--- src/rtl/sensor_tx_serializer_12bit_if.sv ---
// Pixel-word handshake between a pixel source and the 12-bit serializer.
// The source drives in_data/in_valid; the serializer answers with in_ready.
interface sensor_tx_serializer_12bit_if;
  logic [11:0] in_data;
  logic        in_valid;
  logic        in_ready;

  modport master (
    output in_data,
    output in_valid,
    input  in_ready
  );

  modport slave (
    input  in_data,
    input  in_valid,
    output in_ready
  );
endinterface

--- src/rtl/sensor_tx_serializer_12bit.sv ---
// 12-bit MSB-first serializer with link training, a single-entry pixel hold
// register, word-rate clock/strobe generation and word/underrun counters.
module sensor_tx_serializer_12bit #(
  parameter logic [11:0] TRAIN_WORD = 12'h0FC,
  parameter int unsigned TRAIN_MIN  = 4
) (
  input  logic                          clk,
  input  logic                          rst_n,
  sensor_tx_serializer_12bit_if.slave   in_if,
  input  logic                          train_en,
  output logic                          ser_out,
  output logic                          word_clk,
  output logic                          word_start,
  output logic                          training,
  output logic [15:0]                   word_cnt,
  output logic [15:0]                   underrun_cnt
);

  typedef enum logic {
    S_TRAIN = 1'b0,
    S_RUN   = 1'b1
  } state_e;

  localparam logic [7:0] TRAIN_MIN_C = 8'(TRAIN_MIN);
  localparam logic [3:0] LAST_BIT    = 4'd11;

  state_e      state_q,        state_d;
  logic [3:0]  bit_cnt_q,      bit_cnt_d;
  logic [11:0] shreg_q,        shreg_d;
  logic [7:0]  train_cnt_q,    train_cnt_d;
  logic        hold_full_q,    hold_full_d;
  logic [11:0] hold_data_q,    hold_data_d;
  logic [15:0] word_cnt_q,     word_cnt_d;
  logic [15:0] underrun_cnt_q, underrun_cnt_d;

  logic        boundary;
  logic        in_ready_int;
  logic        hold_wr;
  logic        hold_rd;
  logic        run_load;
  logic [7:0]  train_cnt_inc;

  // Bit counter and word-boundary detection
  always_comb begin
    boundary  = (bit_cnt_q == LAST_BIT);
    bit_cnt_d = boundary ? '0 : bit_cnt_q + 4'd1;
  end

  // Hold register: written only while empty, read only while full
  always_comb begin
    in_ready_int = ~hold_full_q & rst_n;
    hold_wr      = in_if.in_valid & in_ready_int;
    hold_data_d  = hold_wr ? in_if.in_data : hold_data_q;
    hold_full_d  = hold_full_q;
    if (hold_wr) begin
      hold_full_d = 1'b1;
    end else if (hold_rd) begin
      hold_full_d = 1'b0;
    end
  end

  // Word sequencing: training/run decision and next-word selection at boundary
  always_comb begin
    state_d        = state_q;
    train_cnt_d    = train_cnt_q;
    shreg_d        = {shreg_q[10:0], 1'b0};
    word_cnt_d     = word_cnt_q;
    underrun_cnt_d = underrun_cnt_q;
    hold_rd        = 1'b0;
    run_load       = 1'b0;
    train_cnt_inc  = train_cnt_q + 8'd1;

    if (boundary) begin
      shreg_d = TRAIN_WORD;
      unique case (state_q)
        S_TRAIN: begin
          train_cnt_d = train_en ? '0 : train_cnt_inc;
          // The boundary that completes training already carries the run-state load.
          if (!train_en && (train_cnt_inc >= TRAIN_MIN_C)) begin
            state_d  = S_RUN;
            run_load = 1'b1;
          end
        end
        S_RUN: begin
          if (train_en) begin
            state_d     = S_TRAIN;
            train_cnt_d = '0;
          end else begin
            run_load = 1'b1;
          end
        end
        default: begin
          state_d = S_TRAIN;
        end
      endcase

      if (run_load) begin
        if (hold_full_q) begin
          shreg_d    = hold_data_q;
          hold_rd    = 1'b1;
          word_cnt_d = word_cnt_q + 16'd1;
        end else if (underrun_cnt_q != '1) begin
          underrun_cnt_d = underrun_cnt_q + 16'd1;
        end
      end
    end
  end

  always_ff @(posedge clk or negedge rst_n) begin
    if (!rst_n) begin
      state_q        <= S_TRAIN;
      bit_cnt_q      <= '0;
      shreg_q        <= TRAIN_WORD;
      train_cnt_q    <= '0;
      hold_full_q    <= 1'b0;
      hold_data_q    <= '0;
      word_cnt_q     <= '0;
      underrun_cnt_q <= '0;
    end else begin
      state_q        <= state_d;
      bit_cnt_q      <= bit_cnt_d;
      shreg_q        <= shreg_d;
      train_cnt_q    <= train_cnt_d;
      hold_full_q    <= hold_full_d;
      hold_data_q    <= hold_data_d;
      word_cnt_q     <= word_cnt_d;
      underrun_cnt_q <= underrun_cnt_d;
    end
  end

  always_comb begin
    in_if.in_ready = in_ready_int;
    ser_out        = shreg_q[11];
    word_start     = (bit_cnt_q == 4'd0);
    word_clk       = (bit_cnt_q < 4'd6);
    training       = (state_q == S_TRAIN);
    word_cnt       = word_cnt_q;
    underrun_cnt   = underrun_cnt_q;
  end

endmodule

--- src/flat_wrapper.sv ---
// flat-port wrapper written by rule: the top's interface ports become plain ports
module sensor_tx_serializer_12bit_flat 
#(
  parameter logic [11:0] TRAIN_WORD = 12'h0FC,
  parameter int unsigned TRAIN_MIN  = 4
)
  (clk, rst_n, train_en, ser_out, word_clk, word_start, training, word_cnt, underrun_cnt, in_if_in_data, in_if_in_valid, in_if_in_ready);
  sensor_tx_serializer_12bit_if in_if_i ();
  input  logic clk;
  input  logic rst_n;
  input  logic train_en;
  output logic ser_out;
  output logic word_clk;
  output logic word_start;
  output logic training;
  output logic [15:0] word_cnt;
  output logic [15:0] underrun_cnt;
  input wire logic [$bits(in_if_i.in_data)-1:0] in_if_in_data;
  input wire logic [$bits(in_if_i.in_valid)-1:0] in_if_in_valid;
  output wire logic [$bits(in_if_i.in_ready)-1:0] in_if_in_ready;
  assign in_if_i.in_data = in_if_in_data;
  assign in_if_i.in_valid = in_if_in_valid;
  assign in_if_in_ready = in_if_i.in_ready;
  sensor_tx_serializer_12bit #(.TRAIN_WORD(TRAIN_WORD), .TRAIN_MIN(TRAIN_MIN)) u_core (.clk(clk), .rst_n(rst_n), .in_if(in_if_i), .train_en(train_en), .ser_out(ser_out), .word_clk(word_clk), .word_start(word_start), .training(training), .word_cnt(word_cnt), .underrun_cnt(underrun_cnt));
endmodule
--- config.mk ---
export PLATFORM = sky130hd
export DESIGN_NAME = sensor_tx_serializer_12bit_flat
export DESIGN_NICKNAME = d
export VERILOG_FILES = /design/src/rtl/sensor_tx_serializer_12bit_if.sv /design/src/rtl/sensor_tx_serializer_12bit.sv /design/src/flat_wrapper.sv
export SDC_FILE = /design/constraint.sdc
export NUM_CORES = 1
export LEC_CHECK = 0
export CORE_UTILIZATION = 50
export DETAILED_ROUTE_END_ITERATION = 10
export PLACE_DENSITY = 0.73
export SYNTH_ARGS = -nofsm -noshare
export SYNTH_HDL_FRONTEND = slang
export SYNTH_SLANG_ARGS = --single-unit
--- constraint.sdc ---
create_clock -name clk -period 3.2 [get_ports clk]
set_clock_uncertainty 0.1 [all_clocks]
set_input_delay 0.64 -clock clk [delete_from_list [all_inputs] [get_ports clk]]
set_output_delay 0.64 -clock clk [all_outputs]
set_load 0.01 [all_outputs]
**After elaboration in Yosys (flattened, before gate mapping)**

Cells that the tools add are included.

- Output and inout port bits: 37
- Flip-flop bits (word level): 70
- Input bits: 16

- Add/sub/neg operators: 4
- Reductions and logical operators: 7
- Bitwise gates (word level): 4
- Muxes and demuxes: 16
- Order comparisons: 2
- Equal/unequal tests: 3

Operators with widths:

| cell | count |
|---|---|
| 12-bit 2-to-1 mux | 3 |
| 16-bit by 1-bit adder with 16-bit output (second input constant) | 2 |
| 8-bit 2-to-1 mux | 2 |
| 16-bit inequality test (second input constant) | 1 |
| 8-bit case mux with 2 select lines | 1 |
| 8-bit by 1-bit adder with 8-bit output (second input constant) | 1 |
| 8-bit by 3-bit greater-or-equal comparator with 1-bit output (second input constant) | 1 |
| 1-bit 2-to-1 mux | 8 |
| 4-bit by 1-bit adder with 4-bit output (second input constant) | 1 |
| 4-bit equality test (second input constant) | 1 |
| 4-bit zero test | 1 |
| 4-bit by 3-bit < comparator with 1-bit output (second input constant) | 1 |
| 4-bit 2-to-1 mux | 1 |
| 4-bit AND reduction | 1 |
| 3-bit AND reduction | 1 |
| 1-bit bitwise AND | 2 |
| 2-bit inequality test (second input constant) | 1 |
| 1-bit inverter | 2 |
| 1-bit case mux with 2 select lines | 1 |
| 2-bit AND reduction | 1 |
| 2-bit nonzero test | 1 |
| 1-bit logical AND | 1 |
| 1-bit zero test | 1 |

**Depth between registers and ports, before layout**

- Word-level depth: 10
- Depth in mapped cells: 9
- Gate-level depth less buffers: 7

**Worst setup path before layout**

Ideal clock, no wire load.

- Kind: register to register
- Start point: reg u_core.train_cnt_q[0]
- End point: reg u_core.underrun_cnt_q[1] (netlist: u_core.underrun_cnt[1])
- Period minus slack after synthesis: 2.247 ns
- Cell stages (with the launch flop): 9
- Arrival: 2.022 ns
- Path slack: 0.953 ns
- Library setup time: 0.125 ns
- Data required time: 2.975 ns
- Cells stage by stage: dfrtp_1 > ha_1 > and3_1 > nand3_1 > xor2_1 > and3_1 > buf_6 > or3_4 > mux2_4

- Word-level cells in the longest chain between the ends: 7

RTL lines:

| element | line | text |
|---|---|---|
| start, declared | sensor_tx_serializer_12bit.sv:30 | `logic [7:0] train_cnt_q, train_cnt_d;` |
| start signal, assigned | sensor_tx_serializer_12bit.sv:123 | `train_cnt_q <= train_cnt_d;` |
| 8-bit by 1-bit adder with 8-bit output | sensor_tx_serializer_12bit.sv:71 | `train_cnt_inc = train_cnt_q + 8'd1;` |
| 8-bit by 3-bit greater-or-equal comparator with 1-bit output | sensor_tx_serializer_12bit.sv:79 | `if (!train_en && (train_cnt_inc >= TRAIN_MIN_C)) begin` |
| 1-bit logical AND | sensor_tx_serializer_12bit.sv:79 |  |
| 1-bit 2-to-1 mux | sensor_tx_serializer_12bit.sv:79 |  |
| 1-bit case mux with 2 select lines | sensor_tx_serializer_12bit.sv:75 | `unique case (state_q)` |
| 1-bit 2-to-1 mux | sensor_tx_serializer_12bit.sv:73 | `if (boundary) begin` |
| 4-bit AND reduction (no line) | - |  |
| end signal, assigned | sensor_tx_serializer_12bit.sv:127 | `underrun_cnt_q <= underrun_cnt_d;` |
| end, declared | sensor_tx_serializer_12bit.sv:34 | `logic [15:0] underrun_cnt_q, underrun_cnt_d;` |

No other way between the ends. The select of a mux whose other input is x is not followed.
A chain may end at the register's enable or synchronous reset.

**Final worst setup path**

- Start point: reg u_core.train_cnt_q[2]
- End point: reg u_core.underrun_cnt_q[1] (netlist: u_core.underrun_cnt[1])

Same word-level chain as after synthesis.

==> flow_summary.toml <==
[outcome]
status = "complete, no violations"

[finish]
layout-area-overhead-vs-synth_pct = 25.6
fill_cells = 480
fin_cells = 420
antenna_cells = 0
fin_nets = 361
drive_gt1_frac = 0.151

[timing]
fmax_mhz = 402
slew_headroom = 0.419
period_share = 0.778
fin_crit_ns = 2.49
tightest_slew_ns = 0.872
drv_slew = 0
hold_viol = 0
rsz0062_at_grt = "false"
setup_violations = 0
setup_tns_ns = 0

[cts]
cts_root_buf = "clkbuf_8"
cts_tree = "built"
cts_setup_buffers = 0
htree_levels = 3
clock_sinks = 70
cts_inserted_buffers = 9
clk_pin_slew_ns = 0.08
clk_latency_ns = 0.35
hold_buffers = 0
cts_resized = 0
clock_path_buffers = 2

[worst_setup_path]
worst_setup_path_start_kind = "flip-flop"
crit_path_cell_trace = "nand3_2 -> or4_1 -> a211oi_2 -> and3_1 -> or3_4 -> mux2_4"
critPathMaxFanout = 9
required_ns = 3.33
cp_num_cells = 6
crit_start = "u_core.train_cnt_q[2]"
r2r_start = "u_core.train_cnt_q[2]"
worst-path-buf-inv = 0
path_class = "flip-flop to flip-flop"
rrSetupSlack_ns = 0.71
cp.arrival_ns = 2.62
worstReg2RegEnd = "u_core.underrun_cnt[1]"
setup.worst_path.end = "u_core.underrun_cnt[1]"
crit_slowest_cell = "or4_1"
critPathCaptureType = "flip-flop"
crit_family = "simple AND/OR/NAND/NOR gates"
max_stage_delay_ns = 0.51
worstRegToRegCells = 6

[worst_hold_path]
hp-class = "flip-flop to flip-flop"

[floorplan]
die_h_um = 81.9
fp.dieW_um = 81.9
core_area_um2 = 6030
rows = 28
ios = 53
start_util = 0.530
dieArea_um2 = 6710

[synthesis]
syn_avg_cell_area_um2 = 11.4
netlist_area_um2 = 3190
synth.distinct_cells = 48
ys.flop_type = "dfrtp_1"
yosysWarningCount = 0
ys_async_sr_fraction = 1.00
ys_seq_area_frac = 0.551
syn_nets = 300
synth_cells = 279
synth_seq_cells = 70
synth_edf_count = 0

[detailed_routing]
wl_met3_um = 295
m1WireLength_mm = 3.18
wl_mm = 6.38
viasPerCell = 5.55
top_layer_used = "met4"
antenna_left = 0
dr.pass1.iters = 4
num_vias = 2333
drc_errors = 0
routedWlPerCell_um = 15.2
drtIter0Drc = 155
route.met2.wl_mm = 2.83

[power_and_ir_drop]
peakVddDrop_mv = 0.389
power_density_nw_per_um2 = 510
p_leak_uw = 0.00179

[grt]
track_usage = 0.221
grt_start_max_net_pins = 71
grt_antenna_before_repair = 0
grt_pass1_wl_mm = 10.9
grt_pass1_vias = 2214
grt_overflow = 0

[place]
dpl.cell_count = 404
gp_congestion = 0.832
dp_hpwl_mm = 4.20
port-buffer-count = 52

[run]
drv_cap = 0
## kinds of logic (layout without fill, tap and decap cells)
group                    Yosys count  after routing  share of synthesized area
AND/OR/NAND/NOR                  101            101                      0.174
XOR/XNOR                          34             34                     0.0932
flip-flops                        70             70                      0.551
multiplexers                      14             14                     0.0505
adder cells (fa/ha/maj)            5              5                     0.0196
buffers and inverters             17             83                     0.0298
AO/OA/AOI/OAI                     38             38                     0.0823
## synthesized netlist by cell type, drive strengths merged (8+ instances only)
| library cell | instances | area, um^2 |
|---|---|---|
| and3 | 9 | 56.3 |
| dfrtp | 64 | 1600 |
| inv | 8 | 30.0 |
| mux2 | 14 | 161 |
| nand2 | 23 | 88.8 |
| nand3 | 13 | 70.1 |
| nand4 | 13 | 81.3 |
| nor2 | 9 | 36.3 |
| nor3 | 15 | 75.1 |
| o21ai | 14 | 70.1 |
| xnor2 | 11 | 96.3 |
| xor2 | 23 | 201 |
## cell usage in the layout (no fill, tap or decap), types with 9 or more instances in the layout
master / Yosys / routed
nand4_1: 13 / 13
nand2_1: 22 / 22
xnor2_1: 11 / 11
o21ai_0: 14 / 14
dfrtp_1: 64 / 64
xor2_1: 23 / 23
clkdlybuf4s50_1: 0 / 51
clkbuf_8: 0 / 9
mux2_2: 13 / 13
and3_1: 9 / 9
nor3_1: 15 / 15
nand3_1: 12 / 12
## per-layer routing
metal / global-route usage / up-vias
li1: - / 1118
met1: 0.329 / 1154
met2: 0.308 / 54
met3: 0.0444 / 7
met4: 0.100 / 0
met5: 0 / -
## how the worst min path moves through the flow
stage                              startpoint                   to  slack, ns  cells after the start
after floorplan                         rst_n  u_core.bit_cnt_q[0]       0.24                      0
after global placement      u_core.shreg_q[0]    u_core.shreg_q[1]       0.35                      1
after detailed placement    u_core.shreg_q[8]    u_core.shreg_q[9]       0.36                      1
after CTS                   u_core.shreg_q[8]    u_core.shreg_q[9]       0.38                      1
after global routing      u_core.word_cnt[15]  u_core.word_cnt[15]       0.41                      1
final                       u_core.shreg_q[8]    u_core.shreg_q[9]       0.38                      1
## flip-flops by register name (all words and copies together) (netlist names)
name and flops:
u_core.hold_full_q 1, u_core.shreg_q 12, u_core.bit_cnt_q 4, u_core.hold_data_q 12, u_core.underrun_cnt 16, u_core.state_q 1
u_core.word_cnt 16, u_core.train_cnt_q 8
## stage by stage
step	power [uW]	hold slack [ns]	cell area, um^2	worst slack, ns	utilization
after CTS	2070	0.380	4010	0.698	0.666
after global placement	1270	0.355	3790	0.537	0.629
final	2050	0.377	4010	0.711	0.666
after detailed placement	1280	0.357	3790	0.453	0.629
after floorplan	1180	0.244	3190	0.953	-
after global routing	2140	0.405	4010	0.507	0.666
## power breakdown
| part | leakage, uW | switching (uW) | total [uW] | internal [uW] |
|---|---|---|---|---|
| Sequential | 0.000911 | 65.2 | 1050 | 987 |
| Combinational | 0.000772 | 85.6 | 208 | 122 |
| Clock | 0.000106 | 346 | 787 | 441 |
| Total | 0.00179 | 496 | 2050 | 1550 |
## worst reg2reg max path, stage by stage, from the launching register on
cell and delay, ns:
dfrtp_1 0.45, nand3_2 0.17, or4_1 0.51, a211oi_2 0.27
and3_1 0.38, or3_4 0.21, mux2_4 0.29
## cell type report
| cell class | instances | area, um^2 | share of cell area |
|---|---|---|---|
| multi-input combinational | 192 | 1340 | 0.334 |
| tap | 75 | 93.8 | 0.0234 |
| sequential | 70 | 1760 | 0.438 |
| timing repair buffer | 59 | 568 | 0.142 |
| inverter | 8 | 30.0 | 0.00748 |
| clock inverter | 7 | 97.6 | 0.0243 |
| clock buffer | 9 | 124 | 0.0309 |
Note: power is estimated with default switching activity, not from simulation.
